--- src/rtl/wb_stage.sv ---
// Writeback stage: merges the ALU result stream with FIFO-buffered load results onto the
// register-file write port. Optional WAW kill logic is compiled in with WB_WAW_KILL_EN.
module wb_stage #(
    parameter int XLEN  = 32,
    parameter int DEPTH = 2
) (
    input  logic                     clk,
    input  logic                     reset,
    input  logic                     alu_valid,
    input  logic [4:0]               alu_rd,
    input  logic [XLEN-1:0]          alu_data,
    input  logic                     lsu_valid,
    output logic                     lsu_ready,
    input  logic [4:0]               lsu_rd,
    input  logic [XLEN-1:0]          lsu_data,
    output logic                     rf_we,
    output logic [4:0]               rf_rd_addr,
    output logic [XLEN-1:0]          rf_w_data,
    output logic                     fwd_valid,
    output logic [4:0]               fwd_rd,
    output logic [XLEN-1:0]          fwd_data,
    output logic [$clog2(DEPTH):0]   lsu_count
);

    localparam int AW = $clog2(DEPTH);
    localparam int CW = AW + 1;
    localparam logic [CW-1:0] FULL_CNT = CW'(DEPTH);

    logic [AW-1:0]   wr_ptr_q, wr_ptr_d;
    logic [AW-1:0]   rd_ptr_q, rd_ptr_d;
    logic [CW-1:0]   count_q, count_d;
    logic [DEPTH-1:0] ent_valid_q, ent_valid_d;
    logic [4:0]      ent_rd_q   [DEPTH];
    logic [4:0]      ent_rd_d   [DEPTH];
    logic [XLEN-1:0] ent_data_q [DEPTH];
    logic [XLEN-1:0] ent_data_d [DEPTH];

    logic            rf_we_q, rf_we_d;
    logic [4:0]      rf_rd_addr_q, rf_rd_addr_d;
    logic [XLEN-1:0] rf_w_data_q, rf_w_data_d;

    logic            push, pop, fifo_empty, push_valid;
    logic            head_valid;
    logic [4:0]      head_rd;
    logic [XLEN-1:0] head_data;
`ifdef WB_WAW_KILL_EN
    logic            kill_en;
`endif

    assign lsu_ready = (count_q != FULL_CNT);

    always_comb begin
        fifo_empty = (count_q == '0);
        push       = lsu_valid && lsu_ready;
        pop        = !alu_valid && (!fifo_empty || push);

`ifdef WB_WAW_KILL_EN
        // A younger ALU write to the same rd makes any pending load for it dead.
        kill_en    = alu_valid && (alu_rd != 5'd0);
        push_valid = !(kill_en && (lsu_rd == alu_rd));
`else
        push_valid = 1'b1;
`endif

        // With an empty FIFO the incoming load bypasses storage.
        if (fifo_empty) begin
            head_valid = push_valid;
            head_rd    = lsu_rd;
            head_data  = lsu_data;
        end else begin
            head_valid = ent_valid_q[rd_ptr_q];
            head_rd    = ent_rd_q[rd_ptr_q];
            head_data  = ent_data_q[rd_ptr_q];
        end

        ent_valid_d = ent_valid_q;
        ent_rd_d    = ent_rd_q;
        ent_data_d  = ent_data_q;
        wr_ptr_d    = wr_ptr_q;
        rd_ptr_d    = rd_ptr_q;
        count_d     = count_q;

`ifdef WB_WAW_KILL_EN
        for (int i = 0; i < DEPTH; i++) begin
            if (kill_en && (ent_rd_q[i] == alu_rd)) begin
                ent_valid_d[i] = 1'b0;
            end
        end
`endif

        if (push) begin
            ent_valid_d[wr_ptr_q] = push_valid;
            ent_rd_d[wr_ptr_q]    = lsu_rd;
            ent_data_d[wr_ptr_q]  = lsu_data;
            wr_ptr_d              = wr_ptr_q + AW'(1);
        end
        if (pop) begin
            rd_ptr_d = rd_ptr_q + AW'(1);
        end
        if (push && !pop) begin
            count_d = count_q + CW'(1);
        end else if (pop && !push) begin
            count_d = count_q - CW'(1);
        end

        rf_we_d      = 1'b0;
        rf_rd_addr_d = rf_rd_addr_q;
        rf_w_data_d  = rf_w_data_q;
        if (alu_valid) begin
            rf_we_d      = (alu_rd != 5'd0);
            rf_rd_addr_d = alu_rd;
            rf_w_data_d  = alu_data;
        end else if (pop) begin
            rf_we_d      = head_valid && (head_rd != 5'd0);
            rf_rd_addr_d = head_rd;
            rf_w_data_d  = head_data;
        end
    end

    always_ff @(posedge clk or posedge reset) begin
        if (reset) begin
            wr_ptr_q     <= '0;
            rd_ptr_q     <= '0;
            count_q      <= '0;
            ent_valid_q  <= '0;
            for (int i = 0; i < DEPTH; i++) begin
                ent_rd_q[i]   <= '0;
                ent_data_q[i] <= '0;
            end
            rf_we_q      <= 1'b0;
            rf_rd_addr_q <= '0;
            rf_w_data_q  <= '0;
        end else begin
            wr_ptr_q     <= wr_ptr_d;
            rd_ptr_q     <= rd_ptr_d;
            count_q      <= count_d;
            ent_valid_q  <= ent_valid_d;
            ent_rd_q     <= ent_rd_d;
            ent_data_q   <= ent_data_d;
            rf_we_q      <= rf_we_d;
            rf_rd_addr_q <= rf_rd_addr_d;
            rf_w_data_q  <= rf_w_data_d;
        end
    end

    assign rf_we      = rf_we_q;
    assign rf_rd_addr = rf_rd_addr_q;
    assign rf_w_data  = rf_w_data_q;
    assign fwd_valid  = rf_we_q;
    assign fwd_rd     = rf_rd_addr_q;
    assign fwd_data   = rf_w_data_q;
    assign lsu_count  = count_q;

endmodule

--- config.mk ---
export PLATFORM = sky130hd
export DESIGN_NAME = wb_stage
export DESIGN_NICKNAME = d
export VERILOG_FILES = /design/src/rtl/wb_stage.sv
export SDC_FILE = /design/constraint.sdc
export NUM_CORES = 1
export LEC_CHECK = 0
export ABC_CLOCK_PERIOD_IN_PS = 3800
export CORE_MARGIN = 2
export CORE_UTILIZATION = 26
export CTS_CLUSTER_SIZE = 10
export DETAILED_ROUTE_END_ITERATION = 8
export GPL_TIMING_DRIVEN = 0
export PLACE_DENSITY = 0.62
export SLEW_MARGIN = 20
export SYNTH_ARGS = -nofsm -noshare
export SYNTH_HDL_FRONTEND = slang
export SYNTH_SLANG_ARGS = --single-unit
--- constraint.sdc ---
create_clock -name clk -period 3.8 [get_ports clk]
set_input_delay 0.95 -clock clk [delete_from_list [all_inputs] [get_ports clk]]
set_output_delay 0.95 -clock clk [all_outputs]
set_load 0.02 [all_outputs]
==> impl_results.md, run 1 <==
* Sw power at between 2 and 3 mW
* Top delay family on crit path: buffers and inverters
* CP max stage cell: clkdlybuf4s50_1
* Antenna fix cells at 0
* Least-Margin Pin Slew at around 0.82 ns
* Worst r2r src: lsu_count[0]
* Internal Power at ~5 mW
* CP Class: flip-flop to primary output
* Share of cells above drive strength 1 at 0.303
* Top FF cell, synth: dfrtp_1
* Final setup violation count at 0
* First-pass GRT wire length at 26.1 mm
* Synthesized net count at roughly 590
* # clock sinks at between 100 and 150
* Fin. Hold Viols at 0
* Origin of the worst setup path: lsu_count[0]
* Synthesized area per cell at 11.9 um2
* Slew Limit Fails at 0
* WHS Path Cells at 1
* Initial antenna violation count at 0
* Sequential share of power at 0.292
* Worst Slack Setup Final at between 1 and 1.5 ns
* Post-synth top area share at 0.484
* I/O pin total at between 150 and 200
* Total number of vias at roughly 4400
* Final Hold Slack at 0.466 ns
* Worst hold path class: flip-flop to flip-flop
* CTS Hold Buffers Added at 0
* Synth warn at 0
* Post-synth top cells: 118 x dfrtp_1, 69 x nand2_1, 68 x mux2_2
* Layout Skew at ~0.0071 ns
* RSZ-0062 raised after global routing: false
* Max_cap viols at 0
* Clock root buffer: clkbuf_16
* DP Wirelength at ~12 mm
* DRC Markers at 0
* Worst reg2reg path depth at 6
* PwrDens at roughly 870 nW/um2
* Crit path time final at between 2 and 3 ns
* CTS Buf Count at 17
* Chip width at approximately 160 um
* Max frequency at 371 MHz
* Vias in the first global route at between 4000 and 5000
* Worst hold start: ent_valid_q[1]
* Pre-CTS setup slack at around 0.75 ns
* Clk network pwr share at 0.223
* GRT Overall Usage at 0.140
* Combinational fraction of design power at 0.486
* Chip Height at 157 um
* CP required at 2.85 ns
* Core footprint at about 23000 um2
* Number of synthesized register bits at between 100 and 150
* CTS tree: built
* Vias per cell at around 4.3
* Crit path cell chain: buf_6 > nand2b_4 > clkdlybuf4s50_1
* Largest net degree at the start of global routing at 33
* Synthesis-to-layout area growth at 43.5%
* Synth area leader: dfrtp_1
* Worst stage delay on the critical path at 0.61 ns
* CTS resizes at 0
* Post-DR wirelength/cell at 16.1 um
* Rows at between 50 and 60
* Unique masters post-synth at 31
* CP arrival at 1.75 ns
* Peak VDD IR at 0.000314 V
* CTS max path bufs at 2
* Total Routed Length at ~16 mm
* Drt first pass iters at 4
* Crit path capture type: primary output
* Post-CTS Setup Bufs at 0
* Die area at 24700 um2
* CP startpoint kind: flip-flop
* Initial Util at 0.263
* Port buffer count at 155
* DR iter-0 viols at around 130
* Slew HR at 0.453
* Remaining global-route overflow at 0
* Final Wtd Congestion at 0.689
* Final period util at 0.709
* Clock insertion delay at the later pin of the skew report at slightly above 0.4 ns
* Top cells by area, synth: dfrtp_1 48%, mux2_2 13%, mux2_4 9.3%, mux2i_1 7.0%, o21ai_0 5.1%
* R2r setup slk at approximately 1.7 ns
* Worst path depth at 3
* Antenna viol nets, final at 0
* Count leader, synth: dfrtp_1
* Synth Cell Area at slightly above 6000 um2
* CTS clk-pin slew, worst paths at 0.06 ns
* Worst path bufs/invs at 2
* Cells after Synth at around 500
* Sequential element share of the synthesized area at 0.484
* Leakage at 3.82 nW
* CP Max Fanout at 10
* H-tree Lvls at 4
* Async set or reset register ratio after synthesis at 1.00
* Nets at 770
* Final setup TNS at 0 ns
* Sw Share at 0.343
* EDFF count, synth at 0
* Status: finished, final reports clean
## layout make-up
type                       instances  area, um2
fill                            2302      14500
sequential                       118       2950
multi-input combinational        320       2630
timing repair buffer             159       1640
buffer                            73        519
clock buffer                      22        464
tap                              319        399
clock inverter                     9        150
inverter                           2       11.3
## layout by cell type (no fill, tap or decap), drive strengths merged
cell type / count
ha: 1
buf: 65
o21a: 1
or4: 1
mux2: 106
clkdlybuf4s50: 155
inv: 1
xor2: 2
bufinv: 4
nand3: 1
nand2b: 2
a211oi: 1
o21ai: 69
mux2i: 43
clkinvlp: 3
clkbuf: 34
xnor2: 3
or2: 3
nand2: 70
dfrtp: 118
a21oi: 6
nor2: 3
clkinv: 3
nor3: 8
## metal layers
metal  vias up  GRT usage  part of all wire
met2       107      0.226              0.48
li1       2090          -                 -
met3         9     0.0396             0.053
met1      2174      0.186              0.46
met5         -          0                 0
met4         0     0.0329            0.0087
## worst reg2reg max path: stages, from the launching register on
cell and delay (ns):
dfrtp_1 0.40, buf_6 0.16, nor3_2 0.69, or2_2 0.26, ha_1 0.25, nor2_1 0.13, xor2_1 0.15
## power by group through the flow
stage	Clock [mW]	Sequential, mW	Combinational (mW)
finish	1.70	2.22	3.70
global route	1.80	2.31	4.02
CTS	1.73	2.23	3.76
global placement	0	2.22	3.69
floorplan	0	2.36	2.31
detailed placement	0	2.24	3.75
## logic make-up after synthesis
family                   after synthesis  synth area share
adder cells (fa/ha/maj)                1           0.00205
AND/OR/NAND/NOR                       88            0.0639
XOR/XNOR                               5           0.00717
AO/OA/AOI/OAI                         77            0.0678
multiplexers                         149             0.289
flip-flops                           118             0.484
buffers and inverters                 75            0.0863
## flip-flops by register name, summed over array words and instances (netlist names)
name         count
ent_data_q      64
ent_rd_q        10
ent_valid_q      2
fwd_data        32
fwd_rd           5
fwd_valid        1
lsu_count        2
rd_ptr_q         1
wr_ptr_q         1
## path summary, 6_finish.rpt
check / to
worst max-delay path: lsu_ready
worst min-delay path: ent_valid_q[1]
worst max register to register: lsu_count[1]
worst min register to register: ent_valid_q[1]
max in group asynchronous: fwd_data[14]
min in group asynchronous: ent_rd_q[1]
## stage by stage
step	util	std cells	power [mW]	cell area, um2
after floorplan	-	513	4.67	6110
after global placement	0.347	987	5.90	8060
after detailed placement	0.350	991	5.99	8150
after CTS	0.377	1022	7.72	8760
after global routing	0.377	1022	8.13	8760
final	0.377	1022	7.62	8760
(Power assumes the default switching activity.)
==> inputs of run 2 (changes only) <==
--- a/config.mk
+++ b/config.mk
@@ -5,13 +5,13 @@
 export SDC_FILE = /design/constraint.sdc
 export NUM_CORES = 1
 export LEC_CHECK = 0
-export ABC_CLOCK_PERIOD_IN_PS = 3800
+export ABC_CLOCK_PERIOD_IN_PS = 2780
 export CORE_MARGIN = 2
 export CORE_UTILIZATION = 26
 export CTS_CLUSTER_SIZE = 10
 export DETAILED_ROUTE_END_ITERATION = 8
 export GPL_TIMING_DRIVEN = 0
-export PLACE_DENSITY = 0.62
+export PLACE_DENSITY = 0.6
 export SLEW_MARGIN = 20
 export SYNTH_ARGS = -nofsm -noshare
 export SYNTH_HDL_FRONTEND = slang
==> constraint.sdc (replaced) <==
create_clock -name clk -period 2.78 [get_ports clk]
set_input_delay 0.695 -clock clk [delete_from_list [all_inputs] [get_ports clk]]
set_output_delay 0.695 -clock clk [all_outputs]
set_load 0.02 [all_outputs]
==> run 2 against run 1 <==
  * Via count is 1.5% lower
  * Non-clock buffer count stayed put
  * Sequential power is 37% higher
  * Clock-buffer cell count is 1 higher
  * Largest power group unchanged
  * Highest routed layer unchanged
==> impl_results.md, run 2 (synthesized netlist as in run 1, its figures left out) <==
* DRC Markers at 0
* CTS Hold Buffers Added at 0
* Port buffer count at about 160
* Max FFs per register at 64
* Status: finished, final reports clean
* # clock sinks at around 120
* CTS Buf Count at 17
* Final period util at 0.883
* Slew HR at 0.545
* Final Wtd Congestion at around 0.70
* Crit path time final at roughly 2.5 ns
* CP startpoint kind: flip-flop
* Antenna viol nets, final at 0
* Max_cap viols at 0
* CTS max path bufs at 2
* Commonest non-fill, non-tap cells in the layout: 155 x clkdlybuf4s50_1, 118 x dfrtp_1, 69 x nand2_1
* Post-CTS Setup Bufs at 0
* Layout Skew at between 0.007 and 0.008 ns
* Initial antenna violation count at 0
* Clock insertion delay at the later pin of the skew report at 0.41 ns
* Antenna fix cells at 0
* Final Util at 0.376
* Worst hold path class: flip-flop to flip-flop
* Total Routed Length at ~16 mm
* CP required at roughly 2.1 ns
* CTS tree: built
* DR iter-0 viols at 112
* CTS clk-pin slew, worst paths at 0.05 ns
* Chip width at between 150 and 200 um
* CP arrival at around 1.8 ns
* CTS resizes at 0
* PwrDens at ~1200 nW/um2
* Commonest non-fill, non-tap cell in the layout: clkdlybuf4s50_1
* Synthesis-to-layout area growth at 43.3%
* Share of cells above drive strength 1 at 0.305
* Max frequency at between 400 and 500 MHz
* Least-Margin Pin Slew at ~0.68 ns
* Total number of vias at 4314
* Chip Height at between 150 and 200 um
* Largest net degree at the start of global routing at 33
* Drt first pass iters at 4
* I/O pin total at between 150 and 200
* Crit path capture type: primary output
* Vias in the first global route at around 4600
* Clock root buffer: clkbuf_16
* Rows at 56
* Final instance area at slightly below 9000 um2
* Core footprint at between 20000 and 25000 um2
* Final setup violation count at 0
* CP Class: flip-flop to primary output
* Slew Limit Fails at 0
* Peak VDD IR at between 0.0003 and 0.0004 V
* Post-DR wirelength/cell at approximately 16 um
* GRT Overall Usage at 0.140
* Most flops, register: ent_data_q
* Pwr Total at 10.4 mW
* Initial Util at 0.263
* First-pass GRT wire length at around 26 mm
* H-tree Lvls at 4
* DP Wirelength at 11.6 mm
* Leakage at ~3.8 nW
* Cell Area, Placed at 8140 um2
* Fin. Hold Viols at 0
* Die area at 24700 um2
* CP Max Fanout at 10
* Vias per cell at 4.22
* RSZ-0062 raised after global routing: false
* Nets at 770
* Remaining global-route overflow at 0
run 2: through the flow:
step | hold slack [ns] | cells | setup TNS [ns] | worst slack, ns
2_1_floorplan | 0.434 | 513 | 0 | 0.644
3_3_place_gp | 0.454 | 987 | -79.41 | -0.686
3_5_place_dp | 0.452 | 991 | 0 | 0.0436
4_1_cts | 0.465 | 1023 | 0 | 0.306
5_1_grt | 0.484 | 1023 | 0 | 0.267
6_report | 0.468 | 1023 | 0 | 0.324
run 2: path summary, 6_finish.rpt:
path | from | end | slack (ns) | depth (start not counted)
hold / removal | ent_valid_q[0] | ent_valid_q[0] | 0.47 | 1
hold reg to reg | ent_valid_q[0] | ent_valid_q[0] | 0.47 | 1
max in group asynchronous | reset | fwd_data[9] | 1.61 | 4
min in group asynchronous | reset | fwd_rd[2] | 0.53 | 2
setup / recovery | lsu_count[0] | lsu_ready | 0.32 | 3
setup reg to reg | lsu_count[0] | lsu_count[1] | 0.75 | 6
run 2: cell type report:
type,count,area (um2)
flip-flops and latches,118,2950
plain buffers,73,519
fillers,2361,14500
clock buffers,23,488
well taps,319,399
multi-input cells,320,2630
repair buffers,159,1630
clock inverters,9,123
inverters,2,11.3
run 2: power breakdown:
part,switching [mW],internal [mW],total (mW),leakage [nW]
Combinational,2.26,2.77,5.03,2.14
Sequential,0.509,2.54,3.05,1.39
Clock,0.809,1.50,2.31,0.303
run 2: routing by layer:
metal	up-vias	global-route usage	part of all wire
met2	90	0.228	0.49
met1	2122	0.182	0.46
met4	0	0.0468	0.014
met5	-	0	0
met3	12	0.0336	0.037
li1	2090	-	-
run 2: critical path, cell delays in order (launching register included):
cell,delay (ns)
dfrtp_1,0.40
buf_6,0.17
nand2b_4,0.17
clkdlybuf4s50_1,0.61
==> inputs of run 3 (changes only) <==
--- a/config.mk
+++ b/config.mk
@@ -6,7 +6,7 @@
 export NUM_CORES = 1
 export LEC_CHECK = 0
 export ABC_CLOCK_PERIOD_IN_PS = 2780
-export CORE_MARGIN = 2
+export CORE_MARGIN = 5
 export CORE_UTILIZATION = 26
 export CTS_CLUSTER_SIZE = 10
 export DETAILED_ROUTE_END_ITERATION = 8
==> run 3 against run 2 <==
  * Global-route usage is 1.1 points lower
  * Sequential share of layout area about the same
  * Critical path depth unchanged
  * Worst setup slack better by 0.041 ns
  * Non-clock buffer count is the same
  * Maximum frequency rose by 1.7%
  * Utilization decreased by 0.065 points
  * Final cell count decreased by 0.20%
  * Register-to-register slack about the same
==> impl_results.md, run 3 (synthesized netlist as in run 1, its figures left out) <==
* Status: finished, final reports clean
* Fin. Hold Viols at 0
* # clock sinks at 118
* Chip Height at approximately 160 um
* Slew Limit Fails at 0
* GRT Overall Usage at 0.129
* Remaining global-route overflow at 0
* Clk network pwr share at 0.225
* Commonest non-fill, non-tap cell in the layout: clkdlybuf4s50_1
* Post-CTS Setup Bufs at 0
* Antenna fix cells at 0
* Max_cap viols at 0
* Total number of vias at ~4300
* Worst stage delay on the critical path at about 0.61 ns
* Vias per cell at ~4.3
* Die area at between 20000 and 30000 um2
* Crit path cell chain: buf_6 > nand2b_4 > clkdlybuf4s50_1
* Clock root buffer: clkbuf_16
* Rows at 56
* Sw power at 3.56 mW
* Sw Share at 0.341
* Commonest non-fill, non-tap cells in the layout: 155 x clkdlybuf4s50_1, 118 x dfrtp_1, 69 x nand2_1
* Combinational fraction of design power at 0.484
* CP Class: flip-flop to primary output
* Sequential share of power at 0.291
* CP arrival at about 1.7 ns
* Final period util at 0.868
* CP startpoint kind: flip-flop
* CTS resizes at 0
* CTS clk-pin slew, worst paths at ~0.05 ns
* Largest net degree at the start of global routing at 33
* CTS max path bufs at 2
* Crit path capture type: primary output
* Synthesis-to-layout area growth at 43.5%
* Worst hold path class: flip-flop to flip-flop
* Final Hold Slack at between 0.4 and 0.5 ns
* Initial Util at 0.262
* CTS Hold Buffers Added at 0
* Peak VDD IR at ~0.00050 V
* Antenna viol nets, final at 0
* CP required at 2.09 ns
* Core footprint at around 23000 um2
* Chip width at roughly 160 um
* Total Routed Length at ~17 mm
* R2r setup slk at roughly 0.76 ns
* I/O pin total at 157
* Slew HR at 0.507
* Share of cells above drive strength 1 at 0.303
* Post-DR wirelength/cell at ~16 um
* Internal Power at around 6.9 mW
* Initial antenna violation count at 1
* First-pass GRT wire length at 26.6 mm
* Clock insertion delay at the later pin of the skew report at 0.41 ns
* RSZ-0062 raised after global routing: false
* CTS tree: built
* Drt first pass iters at 4
* DRC Markers at 0
* Layout Skew at around 0.0095 ns
* Final Wtd Congestion at approximately 0.70
* Vias in the first global route at approximately 4700
* Final setup violation count at 0
* DP Wirelength at between 10 and 15 mm
* Max FFs per register at between 60 and 70
* Nets at a little under 800
* Most flops, register: ent_data_q
* Final setup TNS at 0 ns
* CP Max Fanout at 10
* Port buffer count at 155
* Leakage at about 3.8 nW
* Crit path time final at about 2.4 ns
* Least-Margin Pin Slew at roughly 0.74 ns
* DR iter-0 viols at ~170
* PwrDens at approximately 1200 nW/um2
* H-tree Lvls at 4
* CP max stage cell: clkdlybuf4s50_1
* CTS Buf Count at 17
* Max frequency at approximately 410 MHz
[run 3: changes by cell type in the layout (fill, tap and decap cells not counted)]
cell,before,now
clkbuf_8,4,3
bufinv_16,3,4
clkinvlp_4,2,4
clkinv_2,5,1
[run 3: worst paths after layout]
kind                                start              to  depth (start not counted)
max in group asynchronous           reset  ent_data_q[52]                          4
min in group asynchronous           reset       fwd_rd[2]                          2
hold reg to reg            ent_valid_q[1]  ent_valid_q[1]                          1
setup / recovery             lsu_count[0]       lsu_ready                          3
hold / removal             ent_valid_q[1]  ent_valid_q[1]                          1
setup reg to reg             lsu_count[0]    lsu_count[1]                          6
[run 3: final cells by class]
cell class              instances  area (um2)
clock inverters                 8         148
well taps                     319         399
flip-flops and latches        118        2950
plain buffers                  73         519
inverters                       2        11.3
clock buffers                  22         474
multi-input cells             320        2630
repair buffers                159        1630
fillers                      2292       14600
[run 3: power by group through the flow]
stage	Clock [mW]	Sequential, mW	Combinational, mW
6_report	2.34	3.03	5.05
5_1_grt	2.49	3.15	5.48
4_1_cts	2.41	3.03	5.12
3_5_place_dp	0	3.05	5.11
3_3_place_gp	0	3.03	5.06
2_1_floorplan	0	3.23	3.16
[run 3: critical path: cells and delay by family, from the launching register on]
family                 cells  cell delay, ns
AND/OR/NAND/NOR            1            0.18
flip-flops                 1            0.36
buffers and inverters      2            0.77
[run 3: routing by layer]
layer	routed length [um]	part of all wire	global-route usage
met5	0	0	0
met1	8040	0.48	0.180
met4	111	0.0067	0.0252
met3	1210	0.073	0.0437
met2	7320	0.44	0.195
[run 3: metrics by stage]
| step | util | setup WS [ns] | std cells | power [mW] | cell area, um2 |
|---|---|---|---|---|---|
| 6_report | 0.376 | 0.366 | 1021 | 10.4 | 8760 |
| 5_1_grt | 0.376 | 0.264 | 1021 | 11.1 | 8760 |
| 3_5_place_dp | 0.349 | 0.0215 | 991 | 8.16 | 8140 |
| 2_1_floorplan | - | 0.644 | 513 | 6.38 | 6110 |
| 4_1_cts | 0.376 | 0.345 | 1021 | 10.6 | 8760 |
| 3_3_place_gp | 0.346 | -0.664 | 987 | 8.09 | 8060 |
